File: src/rtl/remap_packer_if.sv
`default_nettype none
// ============================================================================
// Module      : remap_packer_if
// Description : Sample-in / packed-word-out valid/ready bus of remap_packer.
// Revision    : 1.0 - initial release
// ============================================================================
interface remap_packer_if #(
  parameter int M2_W   = 15,
  parameter int PACK_N = 4
);
  logic                     in_valid;
  logic [M2_W-1:0]          in_data;
  logic                     in_last;
  logic                     in_ready;
  logic                     out_valid;
  logic [M2_W*PACK_N-1:0]   out_data;
  logic [PACK_N-1:0]        out_mask;
  logic                     out_last;
  logic                     out_ready;

  modport master (
    output in_valid, in_data, in_last, out_ready,
    input  in_ready, out_valid, out_data, out_mask, out_last
  );

  modport slave (
    input  in_valid, in_data, in_last, out_ready,
    output in_ready, out_valid, out_data, out_mask, out_last
  );
endinterface
`default_nettype wire

File: src/rtl/remap_packer.sv
`default_nettype none
// ============================================================================
// Module      : remap_packer
// Description : Packs PACK_N remapped samples per output word, flushes partial
//               words on frame end, counts frames and flags bad frame lengths.
// Revision    : 1.0 - initial release
// ============================================================================
module remap_packer #(
  parameter int M2_W      = 15,
  parameter int PACK_N    = 4,
  parameter int FRAME_LEN = 1024,
  parameter int CNT_W     = 16
) (
  input  wire logic         clk,
  input  wire logic         rst_n,
  remap_packer_if.slave     bus,
  input  wire logic         err_clr,
  output logic [CNT_W-1:0]  frame_cnt,
  output logic              frame_err
);

  localparam int                IDX_W       = $clog2(PACK_N);
  localparam logic [IDX_W-1:0]  c_last_idx  = IDX_W'(PACK_N - 1);
  localparam logic [CNT_W-1:0]  c_frame_len = CNT_W'(FRAME_LEN);

  logic [M2_W*PACK_N-1:0] r_acc;
  logic [IDX_W-1:0]       r_idx;
  logic [CNT_W-1:0]       r_cnt;
  logic                   r_out_valid;
  logic [M2_W*PACK_N-1:0] r_out_data;
  logic [PACK_N-1:0]      r_out_mask;
  logic                   r_out_last;
  logic [CNT_W-1:0]       r_frame_cnt;
  logic                   r_frame_err;

  logic                   w_last_slot;
  logic                   w_in_fire;
  logic                   w_out_fire;
  logic                   w_complete;
  logic [M2_W*PACK_N-1:0] w_word;
  logic [PACK_N-1:0]      w_mask;
  logic [CNT_W-1:0]       w_cnt_next;
  logic                   w_err_set;

  assign w_last_slot = (r_idx == c_last_idx);
  assign bus.in_ready = !r_out_valid | bus.out_ready | (!w_last_slot & !bus.in_last);
  assign w_in_fire   = bus.in_valid & bus.in_ready;
  assign w_out_fire  = r_out_valid & bus.out_ready;
  assign w_complete  = w_in_fire & (w_last_slot | bus.in_last);

  // Accumulator view including the sample being accepted; slots above idx read as 0.
  for (genvar k = 0; k < PACK_N; k++) begin : g_slot
    assign w_mask[k] = (IDX_W'(k) <= r_idx);
    assign w_word[k*M2_W +: M2_W] = (IDX_W'(k) == r_idx) ? bus.in_data :
                                    (w_mask[k] ? r_acc[k*M2_W +: M2_W] : '0);
  end

  assign w_cnt_next = r_cnt + CNT_W'(1);
  assign w_err_set  = w_in_fire &
                      ((bus.in_last  & (w_cnt_next != c_frame_len)) |
                       (!bus.in_last & (w_cnt_next == c_frame_len)));

  always_ff @(posedge clk or negedge rst_n) begin
    if (!rst_n) begin
      r_acc <= '0;
      r_idx <= '0;
    end else if (w_complete) begin
      r_acc <= '0;
      r_idx <= '0;
    end else if (w_in_fire) begin
      r_acc <= w_word;
      r_idx <= r_idx + IDX_W'(1);
    end
  end

  always_ff @(posedge clk or negedge rst_n) begin
    if (!rst_n) begin
      r_out_valid <= 1'b0;
      r_out_data  <= '0;
      r_out_mask  <= '0;
      r_out_last  <= 1'b0;
    end else if (w_complete) begin
      r_out_valid <= 1'b1;
      r_out_data  <= w_word;
      r_out_mask  <= w_mask;
      r_out_last  <= bus.in_last;
    end else if (w_out_fire) begin
      r_out_valid <= 1'b0;
    end
  end

  always_ff @(posedge clk or negedge rst_n) begin
    if (!rst_n) begin
      r_cnt <= '0;
    end else if (w_in_fire) begin
      r_cnt <= bus.in_last ? '0 : w_cnt_next;
    end
  end

  // Set has priority over a coincident clear.
  always_ff @(posedge clk or negedge rst_n) begin
    if (!rst_n) begin
      r_frame_err <= 1'b0;
    end else if (w_err_set) begin
      r_frame_err <= 1'b1;
    end else if (err_clr) begin
      r_frame_err <= 1'b0;
    end
  end

  always_ff @(posedge clk or negedge rst_n) begin
    if (!rst_n) begin
      r_frame_cnt <= '0;
    end else if (w_out_fire & r_out_last) begin
      r_frame_cnt <= r_frame_cnt + CNT_W'(1);
    end
  end

  assign bus.out_valid = r_out_valid;
  assign bus.out_data  = r_out_data;
  assign bus.out_mask  = r_out_mask;
  assign bus.out_last  = r_out_last;
  assign frame_cnt     = r_frame_cnt;
  assign frame_err     = r_frame_err;

endmodule
`default_nettype wire
File: src/flat_wrapper.sv
// flat-port wrapper written by rule: the top's interface ports become plain ports
module remap_packer_flat 
#(
  parameter int M2_W      = 15,
  parameter int PACK_N    = 4,
  parameter int FRAME_LEN = 1024,
  parameter int CNT_W     = 16
)
  (clk, rst_n, err_clr, frame_cnt, frame_err, bus_in_valid, bus_in_data, bus_in_last, bus_out_ready, bus_in_ready, bus_out_valid, bus_out_data, bus_out_mask, bus_out_last);
  remap_packer_if #(.M2_W(M2_W), .PACK_N(PACK_N)) bus_i ();
  input  wire logic clk;
  input  wire logic rst_n;
  input  wire logic err_clr;
  output logic [CNT_W-1:0] frame_cnt;
  output logic frame_err;
  input wire logic [$bits(bus_i.in_valid)-1:0] bus_in_valid;
  input wire logic [$bits(bus_i.in_data)-1:0] bus_in_data;
  input wire logic [$bits(bus_i.in_last)-1:0] bus_in_last;
  input wire logic [$bits(bus_i.out_ready)-1:0] bus_out_ready;
  output wire logic [$bits(bus_i.in_ready)-1:0] bus_in_ready;
  output wire logic [$bits(bus_i.out_valid)-1:0] bus_out_valid;
  output wire logic [$bits(bus_i.out_data)-1:0] bus_out_data;
  output wire logic [$bits(bus_i.out_mask)-1:0] bus_out_mask;
  output wire logic [$bits(bus_i.out_last)-1:0] bus_out_last;
  assign bus_i.in_valid = bus_in_valid;
  assign bus_i.in_data = bus_in_data;
  assign bus_i.in_last = bus_in_last;
  assign bus_i.out_ready = bus_out_ready;
  assign bus_in_ready = bus_i.in_ready;
  assign bus_out_valid = bus_i.out_valid;
  assign bus_out_data = bus_i.out_data;
  assign bus_out_mask = bus_i.out_mask;
  assign bus_out_last = bus_i.out_last;
  remap_packer #(.M2_W(M2_W), .PACK_N(PACK_N), .FRAME_LEN(FRAME_LEN), .CNT_W(CNT_W)) u_core (.clk(clk), .rst_n(rst_n), .bus(bus_i), .err_clr(err_clr), .frame_cnt(frame_cnt), .frame_err(frame_err));
endmodule
File: config.mk
export PLATFORM = sky130hd
export DESIGN_NAME = remap_packer_flat
export DESIGN_NICKNAME = d
export VERILOG_FILES = /design/src/rtl/remap_packer_if.sv /design/src/rtl/remap_packer.sv /design/src/flat_wrapper.sv
export SDC_FILE = /design/constraint.sdc
export NUM_CORES = 1
export LEC_CHECK = 0
export ABC_AREA = 1
export BUFFER_PORTS_ARGS = -buffer_cell sky130_fd_sc_hd__clkbuf_2
export CAP_MARGIN = 15
export CORE_ASPECT_RATIO = 1.75
export CORE_MARGIN = 10
export CORE_UTILIZATION = 61
export CTS_CLUSTER_SIZE = 30
export DETAILED_ROUTE_END_ITERATION = 6
export PLACE_DENSITY = 0.85
export REMOVE_ABC_BUFFERS = 1
export SETUP_SLACK_MARGIN = 0.2
export SLEW_MARGIN = 20
export SYNTH_ARGS = -nofsm -noshare
export SYNTH_HDL_FRONTEND = slang
export SYNTH_SLANG_ARGS = --single-unit
export TNS_END_PERCENT = 50
File: constraint.sdc
create_clock -name clk -period 3.64 [get_ports clk]
set_input_delay 0.364 -clock clk [delete_from_list [all_inputs] [get_ports clk]]
set_output_delay 0.364 -clock clk [all_outputs]
set_load 0.1 [all_outputs]
==> results_dict.tcl, run 1 <==
set metrics [dict create \
    status "complete, no violations" \
    ys.flop_type "dfrtp_1" \
    ff2ff_setup_slack_ns 0.74 \
    grt_pass1_wl_um 28600 \
    initial_core_util_pct 61.7 \
    tightest_slew_ns 1.08 \
    diodes 0 \
    crit_slowest_cell "inv_2" \
    cts_resized 0 \
    grt_pass1_vias 5804 \
    final_layout_size_suffix_gt1_share_pct 18.3 \
    hold_viol 0 \
    vias 5606 \
    numPortBuffers 104 \
    netlist_top_cells_count "274 x nand2_1, 146 x dfrtp_1, 95 x inv_1" \
    slew_headroom_pct 28.1 \
    ctsHoldBuffers 0 \
    finClkSkew_ns 0.00559 \
    hpwl_um 11000 \
    cts.path.max_buffers 2 \
    p_leak_nw 4.02 \
    max_freq_ghz 0.345 \
    place_inst 979 \
    grt_antenna_before_repair 0 \
    whs_ns 0.0197 \
    setup_viol 0 \
    final_max_slew_viol_count 0 \
    gp_congestion 0.883 \
    critical_path.max_stage_delay_ns 0.44 \
    ys_seq_area_share_pct 55.7 \
    first_pass_iters 6 \
    drcViolationCount 0 \
    r2r-end "u_core.bus.out_data[51]" \
    layout.cells.non_filler 1011 \
    yosysMostFrequentCell "nand2_1" \
    cp.arrival_ns 3.22 \
    cts_setup_buffers 0 \
    synth_top_area_share_pct 55.7 \
    detail_route.iter0.violations 371 \
    synth_area_leader_cell "dfrtp_1" \
    ios 105 \
    die_height_um 157 \
    pwr-share-seq_pct 34.3 \
    fp-row-count 50 \
    worstRegToRegCells 9 \
    cts-root-buf "clkbuf_16" \
    p_switching_w 0.00261 \
    start_kind "register" \
    syn-cell-area_sq_um 6560 \
    max_cap_violations 0 \
    yosys_warnings 0 \
    postSynth.asyncResetShare_pct 100 \
    r2r_start "u_core.r_idx[1]" \
    cts_num_sinks 146 \
    min_period_over_period_pct 79.6 \
    rsz0062_at_grt "no" \
    syn_inst 771 \
    fill_cells 761 \
    cp-end-kind "register" \
    synth_seq_cells 146 \
    period_needed_ns 2.90 \
    cts_max_level 4 \
    p_clk_share_pct 30.5 \
    grt_overflow 0 \
    ir_worst_vdd_mv 0.710 \
    critical_path_required_ns 3.96 \
    path_buf_inv 3 \
    path_class "reg -> reg" \
    die_area_sq_um 15500 \
    synthDistinctLibCells 30 \
    path_delay_family "buffers and inverters" \
    power_density_nw_per_um2 756 \
    insertion_delay_ns 0.42 \
    nets 897 \
    die_w_um 98.4 \
    crit_chain "ha_1, nor2_1, inv_1, nand3_1, nand2_2, inv_2, buf_4, nand2_1, o21ai_0" \
    total_power_w 0.00586 \
    viasPerCell 5.55 \
    area_growth_pct 18.0 \
    core_sq_um 10600 \
    drt-wirelength-per-cell_um 17.0 \
    grt_max_degree 95 \
    cts_tree "done" \
    drtAntennaViolNets 0 \
    clkTransAtPathRegs_ns 0.06 \
    routed_wl_um 17200 \
    cts_buffers 17 \
    hold_path.class "in -> async" \
    worst-path-max-fanout 34 \
    synth_area_leaders "dfrtp_1 56%, nand2_1 16%, o21ai_0 6.6%" \
    grt.total_usage_pct 22.6 \
    p_sw_share_pct 44.5 \
    syn_avg_cell_area_sq_um 8.51 \
    pwr-share-comb_pct 35.3 \
    internal_power_w 0.00325 \
    synth_edf_count 0 \
]
==> area by class of cell <==
type	instances	area, sq um	area share (%)
flip-flops and latches	146	3650	47.2
multi-input cells	497	2390	30.9
repair buffers	109	564	7.29
clock buffers	20	447	5.77
inverters	97	364	4.70
well taps	130	163	2.10
clock inverters	12	158	2.04
==> cells by family after synthesis <==
group	after synthesis	share of synthesized area, %
simple gates	340	21.3
flops	146	55.7
compound gates	128	10.7
buf+inv	128	7.97
xor+xnor	20	2.67
fa+ha+maj	8	1.53
mux	1	0.172
==> state kept, by name, indices dropped and copies added, names as in the netlist <==
| name | flops |
|---|---|
| u_core.r_acc | 45 |
| u_core.bus.out_valid | 1 |
| u_core.r_idx | 2 |
| u_core.bus.out_mask | 4 |
| u_core.frame_cnt | 16 |
| u_core.bus.out_data | 60 |
| u_core.frame_err | 1 |
| u_core.bus.out_last | 1 |
| u_core.r_cnt | 16 |
==> stage by stage <==
step / util, % / TNS (ns) / setup slack [ns] / area, sq um
6_report: 72.8 / 0 / 0.743 / 7740
2_1_floorplan: - / -19.82 / -0.629 / 6400
3_3_place_gp: 67.1 / 0 / 1.05 / 7130
3_5_place_dp: 67.1 / 0 / 0.882 / 7130
4_1_cts: 72.8 / 0 / 0.801 / 7740
5_1_grt: 72.8 / 0 / 0.592 / 7740
==> power by group through the flow <==
stage               combinational (W)  clock (W)  sequential (W)
CTS                           0.00207    0.00179         0.00200
global placement              0.00202          0         0.00202
floorplan                    0.000433          0         0.00321
finish                        0.00206    0.00178         0.00201
detailed placement            0.00205          0         0.00202
global route                  0.00217    0.00186         0.00203
==> worst max path at each step <==
stage,slack (ns),endpoint,startpoint,depth (start not counted)
2_1_floorplan,-0.63,u_core.bus.out_mask[0],u_core.bus.out_valid,6
3_3_place_gp,1.05,u_core.bus.out_data[54],u_core.r_idx[0],9
3_5_place_dp,0.88,u_core.bus.out_data[50],u_core.r_idx[0],9
4_1_cts,0.80,u_core.bus.out_data[51],u_core.r_idx[1],9
5_1_grt,0.59,u_core.bus.out_data[51],u_core.r_idx[1],9
6_report,0.74,u_core.bus.out_data[51],u_core.r_idx[1],9
==> layout by cell type (no fill, tap or decap), types with 2 or more instances in the layout <==
cell type	instances
clkinvlp_4	3
xor2_1	15
inv_2	2
dfrtp_1	146
nand2_2	4
bufinv_16	3
o22ai_1	36
clkbuf_16	17
nor2_4	3
clkbuf_2	103
a22o_1	2
o21ai_1	2
clkinv_2	2
buf_4	5
clkbuf_1	2
inv_1	95
nor2_1	25
nand2_1	274
o21ai_0	86
nand4_1	6
nand3_1	17
ha_1	7
xnor2_1	5
clkinv_4	3
nor2_2	5
==> metal layers <==
| metal | part of all wire, % | global-route usage (%) |
|---|---|---|
| met1 | 38 | 26.0 |
| met2 | 53 | 39.1 |
| met3 | 5.9 | 5.22 |
| met4 | 3.0 | 9.87 |
| met5 | 0 | 0 |
==> worst register-to-register path, cell delays in order (launching register included) <==
cell and delay (ns):
dfrtp_1 0.41, ha_1 0.22, nor2_1 0.12, inv_1 0.11
nand3_1 0.15, nand2_2 0.14, inv_2 0.45, buf_4 0.40
nand2_1 0.44, o21ai_0 0.36
No activity file was read; power rests on OpenSTA's default activity.
==> run 2: changes to the inputs <==
CORE_UTILIZATION = 56   (was 61)
PLACE_DENSITY = 0.79   (was 0.85)
clock period = 2.8 ns   (was 3.64 ns; I/O delays follow)
==> results_dict.tcl, run 2 (same netlist as run 1, synthesis figures left out) <==
set metrics [dict create \
    status "complete, no violations" \
    cts.path.max_buffers 2 \
    first_pass_iters 4 \
    power_density_nw_per_um2 971 \
    cts_buffers 17 \
    cts_num_sinks 146 \
    die_height_um 163 \
    min_period_over_period_pct 83.7 \
    place_area_sq_um 7200 \
    clkTransAtPathRegs_ns 0.06 \
    max_cap_violations 0 \
    fin_area_sq_um 7810 \
    hold_viol 0 \
    viasPerCell 5.27 \
    cts_setup_buffers 0 \
    use_met3_pct 4.40 \
    grt.total_usage_pct 20.6 \
    grt_pass1_wl_um 27300 \
    start_kind "register" \
    drt-wirelength-per-cell_um 16.1 \
    hpwl_um 11100 \
    grt_antenna_before_repair 0 \
    final_layout_size_suffix_gt1_share_pct 18.5 \
    place_ws_ns 0.475 \
    layout.cells.non_filler 1022 \
    drcViolationCount 0 \
    grt_overflow 0 \
    routed_wl_um 16500 \
    insertion_delay_ns 0.43 \
    initial_core_util_pct 57.0 \
    critical_path_required_ns 3.12 \
    grt_pass1_vias 5496 \
    nets 903 \
    ios 105 \
    period_needed_ns 2.34 \
    fin_util_pct 67.8 \
    final_max_slew_viol_count 0 \
    ir_worst_vdd_mv 0.573 \
    use_met2_pct 35.1 \
    core_sq_um 11500 \
    place_inst 989 \
    use_met1_pct 24.9 \
    layout_commonest_cell "nand2_1" \
    detail_route.iter0.violations 324 \
    gp_congestion 0.834 \
    grt_max_degree 74 \
    slew_headroom_pct 53.6 \
    cts_max_level 4 \
    worst-path-max-fanout 31 \
    finClkSkew_ns 0.0105 \
    setup_viol 0 \
    path_class "reg -> reg" \
    vias 5385 \
    die_area_sq_um 16600 \
    die_w_um 102 \
    area_growth_pct 19.1 \
    cts_tree "done" \
    fill_cells 939 \
    cts-root-buf "clkbuf_16" \
    top_usage_layer "met2" \
    layout_common_cells "274 x nand2_1, 146 x dfrtp_1, 103 x clkbuf_2, 95 x inv_1, 86 x o21ai_0" \
    max_freq_ghz 0.427 \
    diodes 0 \
    setup_ws_ns 0.456 \
    cp-end-kind "register" \
    numPortBuffers 104 \
    ff2ff_setup_slack_ns 0.46 \
    whs_ns 0.120 \
    tightest_slew_ns 0.696 \
    rsz0062_at_grt "no" \
    drtAntennaViolNets 0 \
    largest_reg_flops 60 \
    cp.arrival_ns 2.67 \
    fp-row-count 52 \
    p_leak_nw 4.05 \
    hold_path.class "in -> reg" \
]
==> run 2: worst max-delay path: stages (launching register included) <==
cell	delay, ns
dfrtp_1	0.41
ha_1	0.22
nor2_1	0.10
inv_1	0.10
nand3_1	0.12
nand2_2	0.12
inv_2	0.10
buf_4	0.29
nand2_1	0.45
o21ai_0	0.34
==> run 2: stage by stage <==
stage	setup TNS (ns)	total power, W
after floorplan	-114.28	0.00473
after global placement	0	0.00528
after detailed placement	0	0.00531
after CTS	0	0.00761
after global routing	0	0.00788
final	0	0.00758
==> run 2: metal layers <==
metal	routed length, um	vias to the layer above
li1	-	2637
met1	6690	2585
met2	8620	140
met3	841	23
met4	325	0
met5	0	-
==> run 2: report_power, final <==
group          switching (W)  leakage (nW)  internal [W]
clock               0.000899         0.285       0.00141
sequential          0.000191          1.96       0.00241
combinational        0.00228          1.81      0.000400
total                0.00337          4.05       0.00421
==> run 2: timing repair <==
action	in CTS	in global routing
hold buffers	1	0
hold endpoints to repair	71	0
gates resized for setup	0	0
==> run 2: worst paths after layout <==
kind / from / endpoint / depth (start not counted)
setup / recovery: u_core.r_idx[0] / u_core.bus.out_data[59] / 9
hold / removal: err_clr / u_core.frame_err / 4
setup reg to reg: u_core.r_idx[0] / u_core.bus.out_data[59] / 9
hold reg to reg: u_core.bus.out_data[1] / u_core.bus.out_data[1] / 2
max in group asynchronous: rst_n / u_core.frame_cnt[10] / 3
min in group asynchronous: rst_n / u_core.r_cnt[8] / 2
==> run 2: cell type report <==
class                           instances  area (sq um)  share of cell area [%]
Timing Repair Buffer                  115           637                    8.16
Sequential cell                       146          3650                    46.8
Tap cell                              135           169                    2.16
Multi-Input combinational cell        497          2390                    30.6
Clock inverter                         12           159                    2.03
Clock buffer                           20           437                    5.59
Inverter                               97           364                    4.66
